===== config.mk =====
export PLATFORM = sky130hd
export DESIGN_NAME = chunk_fir_filter
export DESIGN_NICKNAME = d
export VERILOG_FILES = /design/src/rtl/dsp_pkg.sv /design/src/rtl/pulse_sync.sv /design/src/rtl/chunk_fir_filter.sv
export SDC_FILE = /design/constraint.sdc
export NUM_CORES = 1
export LEC_CHECK = 0
export BUFFER_PORTS_ARGS = -buffer_cell sky130_fd_sc_hd__buf_4
export CAP_MARGIN = 20
export CORE_MARGIN = 2
export CORE_UTILIZATION = 35
export CTS_CLUSTER_DIAMETER = 40
export DETAILED_ROUTE_END_ITERATION = 8
export GPL_TIMING_DRIVEN = 0
export PLACE_DENSITY = 0.6
export SYNTH_ARGS = -nofsm -noshare
export SYNTH_HDL_FRONTEND = slang
export SYNTH_SLANG_ARGS = --single-unit
export TNS_END_PERCENT = 100

===== constraint.sdc =====
create_clock -name clk -period 6.9 [get_ports clk]
set_input_delay 0.69 -clock clk [delete_from_list [all_inputs] [get_ports clk]]
set_output_delay 0.69 -clock clk [all_outputs]
set_load 0.1 [all_outputs]

===== src/rtl/dsp_pkg.sv =====
// Shared DSP constants and the chunk filter state encoding.
// Widths here are the defaults used by every block in the audio datapath.
package dsp_pkg;

    localparam int SAMPLE_SIZE = 24;
    localparam int PTR_BITS    = 6;
    localparam int BUFF_SIZE   = 64;
    localparam int COEF_W      = 18;

    typedef enum logic [1:0] {
        ST_IDLE  = 2'd0,
        ST_RUN   = 2'd1,
        ST_DRAIN = 2'd2
    } fir_state_t;

endpackage


===== src/rtl/pulse_sync.sv =====
// Two-flop synchronizer plus rising-edge detector for a slow pulse from another domain.
// Strobe is one clk wide, two clk after the input rises; pulse width is irrelevant.
module pulse_sync (
    input  logic clk,
    input  logic rst,
    input  logic async_in,
    output logic strobe
);

    logic r_meta;
    logic r_sync;
    logic r_prev;

    always_ff @(posedge clk or posedge rst) begin
        if (rst) begin
            r_meta <= 1'b0;
            r_sync <= 1'b0;
            r_prev <= 1'b0;
        end else begin
            r_meta <= async_in;
            r_sync <= r_meta;
            r_prev <= r_sync;
        end
    end

    assign strobe = r_sync & ~r_prev;

endmodule


===== src/rtl/chunk_fir_filter.sv =====
// 4-tap FIR over one rx chunk per start pulse; sample p is written 3 clk after its read address.
// No backpressure: a start while busy is dropped and latched in the sticky overrun flag.
module chunk_fir_filter #(
    parameter int                                SAMPLE_SIZE = dsp_pkg::SAMPLE_SIZE,
    parameter int                                PTR_BITS    = dsp_pkg::PTR_BITS,
    parameter int                                BUFF_SIZE   = dsp_pkg::BUFF_SIZE,
    parameter logic signed [dsp_pkg::COEF_W-1:0] C0          = 18'sd16384,
    parameter logic signed [dsp_pkg::COEF_W-1:0] C1          = 18'sd16384,
    parameter logic signed [dsp_pkg::COEF_W-1:0] C2          = 18'sd16384,
    parameter logic signed [dsp_pkg::COEF_W-1:0] C3          = 18'sd16384,
    parameter int                                SHIFT       = 16
) (
    input  logic                          clk,
    input  logic                          rst,
    input  logic                          chunk_pulse,
    output logic [PTR_BITS-1:0]           input_buff_ptr,
    input  logic signed [SAMPLE_SIZE-1:0] input_buff_sample,
    output logic [PTR_BITS-1:0]           output_buff_ptr,
    output logic signed [SAMPLE_SIZE-1:0] output_buff_sample,
    output logic                          output_buff_we,
    output logic                          busy,
    output logic                          done,
    output logic                          overrun
);

    import dsp_pkg::COEF_W;
    import dsp_pkg::fir_state_t;
    import dsp_pkg::ST_IDLE;
    import dsp_pkg::ST_RUN;
    import dsp_pkg::ST_DRAIN;

    localparam int                 PROD_W   = SAMPLE_SIZE + COEF_W;
    localparam int                 ACC_W    = PROD_W + 2;
    localparam int                 RND_W    = ACC_W + 1;
    localparam logic [PTR_BITS-1:0] LAST_PTR = PTR_BITS'(BUFF_SIZE - 1);
    localparam logic signed [RND_W-1:0] RND_ADD = RND_W'(64'sd1 <<< (SHIFT - 1));
    localparam logic signed [RND_W-1:0] SAT_MAX = RND_W'((64'sd1 <<< (SAMPLE_SIZE - 1)) - 64'sd1);
    localparam logic signed [RND_W-1:0] SAT_MIN = RND_W'(-(64'sd1 <<< (SAMPLE_SIZE - 1)));

    fir_state_t                     r_state;
    fir_state_t                     w_state_nxt;
    logic                           w_start;
    logic                           w_busy;
    logic                           w_issue;
    logic                           w_last_wr;
    logic [PTR_BITS-1:0]            r_rd_ptr;
    logic                           r_v1, r_v2, r_v3;
    logic [PTR_BITS-1:0]            r_p1, r_p2, r_p3;
    logic signed [SAMPLE_SIZE-1:0]  r_x0, r_x1, r_x2, r_x3;
    logic signed [PROD_W-1:0]       w_prod0, w_prod1, w_prod2, w_prod3;
    logic signed [ACC_W-1:0]        w_sum;
    logic signed [ACC_W-1:0]        r_acc;
    logic signed [RND_W-1:0]        w_rnd;
    logic signed [RND_W-1:0]        w_shr;
    logic signed [SAMPLE_SIZE-1:0]  w_sat;
    logic                           r_done;
    logic                           r_overrun;

    pulse_sync u_pulse_sync (
        .clk      (clk),
        .rst      (rst),
        .async_in (chunk_pulse),
        .strobe   (w_start)
    );

    assign w_last_wr = r_v3 && (r_p3 == LAST_PTR);

    always_ff @(posedge clk or posedge rst) begin
        if (rst) r_state <= ST_IDLE;
        else     r_state <= w_state_nxt;
    end

    always_comb begin
        w_state_nxt = r_state;
        w_busy      = 1'b0;
        w_issue     = 1'b0;
        case (r_state)
            ST_IDLE: begin
                if (w_start) w_state_nxt = ST_RUN;
            end
            ST_RUN: begin
                w_busy  = 1'b1;
                w_issue = 1'b1;
                if (r_rd_ptr == LAST_PTR) w_state_nxt = ST_DRAIN;
            end
            ST_DRAIN: begin
                w_busy = 1'b1;
                if (w_last_wr) w_state_nxt = ST_IDLE;
            end
            default: w_state_nxt = ST_IDLE;
        endcase
    end

    always_ff @(posedge clk or posedge rst) begin
        if (rst)                                     r_rd_ptr <= '0;
        else if (w_issue && (r_rd_ptr != LAST_PTR)) r_rd_ptr <= r_rd_ptr + 1'b1;
        else                                         r_rd_ptr <= '0;
    end

    // History only advances on a valid capture, so it carries over between chunks.
    always_ff @(posedge clk or posedge rst) begin
        if (rst) begin
            r_v1  <= 1'b0;
            r_v2  <= 1'b0;
            r_v3  <= 1'b0;
            r_p1  <= '0;
            r_p2  <= '0;
            r_p3  <= '0;
            r_x0  <= '0;
            r_x1  <= '0;
            r_x2  <= '0;
            r_x3  <= '0;
            r_acc <= '0;
        end else begin
            r_v1 <= w_issue;
            r_p1 <= r_rd_ptr;
            r_v2 <= r_v1;
            r_p2 <= r_p1;
            r_v3 <= r_v2;
            r_p3 <= r_p2;
            if (r_v1) begin
                r_x0 <= input_buff_sample;
                r_x1 <= r_x0;
                r_x2 <= r_x1;
                r_x3 <= r_x2;
            end
            if (r_v2) r_acc <= w_sum;
        end
    end

    always_comb begin
        w_prod0 = PROD_W'(r_x0) * PROD_W'(C0);
        w_prod1 = PROD_W'(r_x1) * PROD_W'(C1);
        w_prod2 = PROD_W'(r_x2) * PROD_W'(C2);
        w_prod3 = PROD_W'(r_x3) * PROD_W'(C3);
        w_sum   = ACC_W'(w_prod0) + ACC_W'(w_prod1) + ACC_W'(w_prod2) + ACC_W'(w_prod3);
    end

    always_comb begin
        w_rnd = RND_W'(r_acc) + RND_ADD;
        w_shr = w_rnd >>> SHIFT;
        if (w_shr > SAT_MAX)      w_sat = {1'b0, {(SAMPLE_SIZE-1){1'b1}}};
        else if (w_shr < SAT_MIN) w_sat = {1'b1, {(SAMPLE_SIZE-1){1'b0}}};
        else                      w_sat = w_shr[SAMPLE_SIZE-1:0];
    end

    always_ff @(posedge clk or posedge rst) begin
        if (rst) begin
            r_done    <= 1'b0;
            r_overrun <= 1'b0;
        end else begin
            r_done    <= w_last_wr;
            r_overrun <= r_overrun | (w_start & w_busy);
        end
    end

    assign input_buff_ptr     = r_rd_ptr;
    assign output_buff_ptr    = r_p3;
    assign output_buff_sample = w_sat;
    assign output_buff_we     = r_v3;
    assign busy               = w_busy;
    assign done               = r_done;
    assign overrun            = r_overrun;

endmodule


* Word level (Yosys, flattened, before mapping) *
Cells that the tools add are included.
W data, S select, Z words.

storage, ports and cells
  word-level logic and storage cells = 51
  input bits = 27
  output and inout port bits = 40
  register bits after elaboration = 171

operators by class
  equal/unequal tests = 8
  add/subtract/negate cells = 5
  bitwise gates (word level) = 4
  multiplexer cells = 9
  $lt $le $gt $ge = 2
  reduce and logical (&&, ||, !) cells = 5

operators by type and width
  cell                      number
  $mux W24                  2
  $add A41 B17 Y42 const B  1
  $add A40 B38 Y41          1
  $add A39 B38 Y40          1
  $add A38 B38 Y39          1
  $gt A26 B24 Y1 const B    1
  $lt A26 B24 Y1 const B    1
  $eq A6 B6 Y1 const B      2
  $add A6 B1 Y6 const B     1
  $mux W2                   3
  $mux W6                   1
  $ne A2 B2 Y1 const B      3
  $ne A6 B6 Y1 const B      1
  $pmux W2 S3               1
  $reduce_and A3 Y1         1
  $and A1 B1 Y1             2
  $eq A2 B1 Y1 const B      1
  $eq A2 B2 Y1 const B      1
  $logic_and A1 B1 Y1       2
  $logic_not A2 Y1          1
  $mux W1                   2
  $reduce_or A2 Y1          1
  $not A1 Y1                1
  $or A1 B1 Y1              1

* Longest topological paths before layout *
  depth after elaboration = 5
  gate-level depth with buffers = 13
  mapped depth without buffers = 12

* Cells and area by module *
A second synthesis with hierarchy kept.

unflattened totals
  cell total of the unflattened synthesis = 940
  area total of the unflattened synthesis = 9095.0 um^2

by module, submodules not included
  module            area an instance (um^2)  sequential area each (um^2)  instances  cells an instance
  chunk_fir_filter  9002.4                   3828.7                       1          935
  pulse_sync        92.6                     75.1                         1          5

* Worst setup path after synthesis *
OpenSTA, ideal clock, no wires.

  path type = register -> output
  from = register r_acc[24]
  to = output port output_buff_sample[1]
  slack = 2.577 ns
  stages on the path, launching flop included = 8
  buffers on the path = 1
  required time = 6.210 ns
  data arrival time = 3.633 ns
  path through = dfrtp_1 and4_1 and3_2 and4_1 buf_4 and4_4 a211oi_4 o21ai_0

between the ends
  cells in the longest elaborated chain, start to end = 4
  elaborated cells between the ends (all ways) = 5
  those cells by class = 1 x add/sub; 2 x order compare; 2 x mux

RTL lines
  what                      RTL line                 source
  start: declaration        chunk_fir_filter.sv:52   logic signed [ACC_W-1:0] r_acc;
  start signal: assignment  chunk_fir_filter.sv:127  if (r_v2) r_acc <= w_sum;
  $add A41 B17 Y42 *        chunk_fir_filter.sv:140  w_rnd = RND_W'(r_acc) + RND_ADD;
  $lt A26 B24 Y1            chunk_fir_filter.sv:143  else if (w_shr < SAT_MIN) w_sat = {1'b1, {(SAMPLE_SIZE-1){1'b0}}};
  $mux W24                  chunk_fir_filter.sv:143
  $mux W24 *                chunk_fir_filter.sv:142  if (w_shr > SAT_MAX) w_sat = {1'b0, {(SAMPLE_SIZE-1){1'b1}}};
  end: declaration          chunk_fir_filter.sv:19   output logic signed [SAMPLE_SIZE-1:0] output_buff_sample,

Mark *: on every way between the ends. The rest lies on a longest branch, timed or not.

* Worst setup path after layout *
  from = register r_x0[1]
  to = register r_acc[37]

between the ends
  cells in the longest elaborated chain, start to end = 3

RTL lines
  what                      RTL line                 source
  start: declaration        chunk_fir_filter.sv:49   logic signed [SAMPLE_SIZE-1:0] r_x0, r_x1, r_x2, r_x3;
  start signal: assignment  chunk_fir_filter.sv:122  r_x0 <= input_buff_sample;
  $add A38 B38 Y39          chunk_fir_filter.sv:136  w_sum = ACC_W'(w_prod0) + ACC_W'(w_prod1) + ACC_W'(w_prod2) + ACC_W'(w_prod3);
  $add A39 B38 Y40          chunk_fir_filter.sv:136
  $add A40 B38 Y41          chunk_fir_filter.sv:136

No other way between the ends.
A chain may end at the register's enable or synchronous reset.

==> results.sh <==
export IMPL_grt_pass1_wl_mm=32.2
export IMPL_dieArea_sq_um=26700
export IMPL_synth_top_flop_cell="dfrtp_1"
export IMPL_drc=0
export IMPL_clk_latency_ps=420
export IMPL_ys_ff_latch=156
export IMPL_fmax_mhz=270
export IMPL_synth_top_area_cell="dfrtp_1"
export IMPL_antenna_found_initial=0
export IMPL_cts_root_buf="clkbuf_16"
export IMPL_start_util=0.355
export IMPL_syn_area_sq_um=8890
export IMPL_synth_edff_count=0
export IMPL_clk_pin_slew_ps=60
export IMPL_post_cts_setup_buffers=0
export IMPL_hold_viol=0
export IMPL_crit_path_end_kind="flop"
export IMPL_yosys_area_top_type_share=0.439
export IMPL_synthToLayoutAreaGrowth_pct=17.8
export IMPL_syn_inst=909
export IMPL_vias=6246
export IMPL_cts_buffers_inserted=17
export IMPL_rsz0062_at_grt="false"
export IMPL_avgRoutedWirePerCell_microns=14.2
export IMPL_gp_congestion=0.793
export IMPL_post_route_min_period_ps=3700
export IMPL_synth_seq_area_share=0.439
export IMPL_r2r_setup_slack_ps=3200
export IMPL_synth_warnings=0
export IMPL_utilization=0.418
export IMPL_synth_cell_type_count=57
export IMPL_drt_initial_drc_count=282
export IMPL_core_sq_um=25000
export IMPL_hold_path_class="in -> async"
export IMPL_fillers=2462
export IMPL_grt_max_degree=87
export IMPL_critPathKind="reg -> reg"
export IMPL_cts_tree="built"
export IMPL_grtUsageTotal=0.153
export IMPL_avgSynthCellArea_sq_um=9.78
export IMPL_grt_pass1_vias=6299
export IMPL_die_w_microns=163
export IMPL_setup_worst_path_start="r_x0[1]$_DFFE_PP0P_"
export IMPL_final_setup_skew_ps=9.62
export IMPL_synth_fp_nets=1015
export IMPL_viasPerCell=4.67
export IMPL_dr_pass1_iters=4
export IMPL_drive_gt1_frac=0.157
export IMPL_dpl_hpwl_mm=14.3
export IMPL_htreeDepth=4
export IMPL_r2r_start="r_x0[1]$_DFFE_PP0P_"
export IMPL_maxSlewViolCount=0
export IMPL_ant_nets=0
export IMPL_crit_fanout=4
export IMPL_postRouteWirelength_mm=19.0
export IMPL_die_h_microns=163
export IMPL_hold_worst_slack_ps=316
export IMPL_fin_crit_sh=0.536
export IMPL_synthTopCellsByArea="dfrtp_1 44%, fa_1 11%, inv_1 6.4%, o21ai_0 6.2%, nand2_1 4.9%"
export IMPL_antennaDiodeCount=0
export IMPL_clk_path_buf_depth=2
export IMPL_start_kind="flop"
export IMPL_endpoint="r_acc[37]$_DFFE_PP0P_"
export IMPL_cts_resized=0
export IMPL_status="completed"
export IMPL_cap_violations=0
export IMPL_postCtsHoldBufs=0
export IMPL_setup_violations=0
export IMPL_worstPathRequired_ps=7200
export IMPL_portBuffers=66
export IMPL_grt_overflow=0
export IMPL_pin_count=67
export IMPL_row_count=58
export IMPL_cp_arrival_ps=3990
export IMPL_reg2reg_depth=12
export IMPL_regToRegEndpoint="r_acc[37]$_DFFE_PP0P_"
export IMPL_cts_sinks=156
export IMPL_async_reset_ff_frac=1.00
export IMPL_tightest_slew_ps=675
export IMPL_relSlewSlack=0.550
export IMPL_setup_tns_ps=0
export IMPL_nNetsFinal=1101
## synth_stat cells, types with 9 or more instances
library cell  count
xnor2_1          16
mux2_2           24
fa_1             49
dfrtp_1         156
o21ai_2          20
ha_1             30
xor2_1           27
nand2_1         117
nor2_1           21
a21o_1            9
o21ai_0         111
inv_1           152
clkbuf_1         27
a21oi_1          34
nand3_1          23
## state kept, by name, indices dropped and copies added (netlist names)
name,flops
done,1
input_buff_ptr,6
output_buff_ptr,6
output_buff_we,1
overrun,1
r_acc,26
r_p1,6
r_p2,6
r_state,2
r_v1,1
r_v2,1
r_x0,24
r_x1,24
r_x2,24
r_x3,24
u_pulse_sync.r_meta,1
u_pulse_sync.r_prev,1
u_pulse_sync.r_sync,1
## worst max-delay path, stage by stage (launching register included)
cell	delay, ps
dfrtp_1	410
fa_1	510
fa_1	520
ha_1	170
inv_1	50
fa_1	380
nand2b_1	170
a21oi_1	220
o211ai_1	210
o21a_1	270
or2_2	340
o2111ai_1	210
o211ai_1	110
## through the flow
stage               worst slack [ps]  std cells  area (sq um)
detailed placement              3200       1306          9840
floorplan                       2000        909          8890
CTS                             3170       1338         10500
finish                          3200       1338         10500
global route                    2950       1338         10500
global placement                81.7       1305          9800
## layer usage
metal,part of all wire,GRT usage,vias up
li1,-,-,3130
met1,0.49,0.212,3002
met2,0.45,0.242,104
met3,0.053,0.0447,10
met4,0.0064,0.0265,0
met5,0,0,-
## kinds of logic (layout without fill, tap and decap cells)
family,Yosys count,count (layout),synth area share
xor gates and xnor gates,43,43,0.0424
muxes,25,25,0.0315
adders and majority gates,79,79,0.153
DFF,156,156,0.439
buffers and inverters,188,287,0.0833
and+or+nand+nor,210,210,0.109
AOI/OAI and AO/OA,208,208,0.142
## cells in the final DEF, fill, tap and decap left out, types with 17 or more instances in the layout
cell / netlist / layout
buf_4: 1 / 67
dfrtp_1: 156 / 156
ha_1: 30 / 30
xor2_1: 27 / 27
nand2_1: 117 / 117
fa_1: 49 / 49
o21ai_2: 20 / 20
o21ai_0: 111 / 111
clkbuf_1: 27 / 28
a21oi_1: 34 / 34
nand3_1: 23 / 23
inv_1: 152 / 151
mux2_2: 24 / 24
clkbuf_16: 0 / 17
nor2_1: 21 / 21
## cell type report
class	count	area, sq um	area share
sequential	156	3900	0.373
clock buffer	20	457	0.0436
timing repair buffer	67	523	0.0499
inverter	153	582	0.0555
tap	330	413	0.0394
buffer	35	166	0.0159
multi-input combinational	565	4250	0.405
clock inverter	12	184	0.0176
## worst min-delay path by stage
stage | end | start
2_1_floorplan | output_buff_ptr[0]$_DFF_PP0_ | r_p2[0]$_DFF_PP0_
3_3_place_gp | r_p2[0]$_DFF_PP0_ | r_p1[0]$_DFF_PP0_
3_5_place_dp | r_p2[1]$_DFF_PP0_ | r_p1[1]$_DFF_PP0_
4_1_cts | r_x0[19]$_DFFE_PP0P_ | rst
5_1_grt | r_x0[21]$_DFFE_PP0P_ | rst
6_report | r_x0[21]$_DFFE_PP0P_ | rst
Power is left out: the tool's default activity adds up to more than one toggle a clock period on the data nets, which glitch-free logic cannot reach.
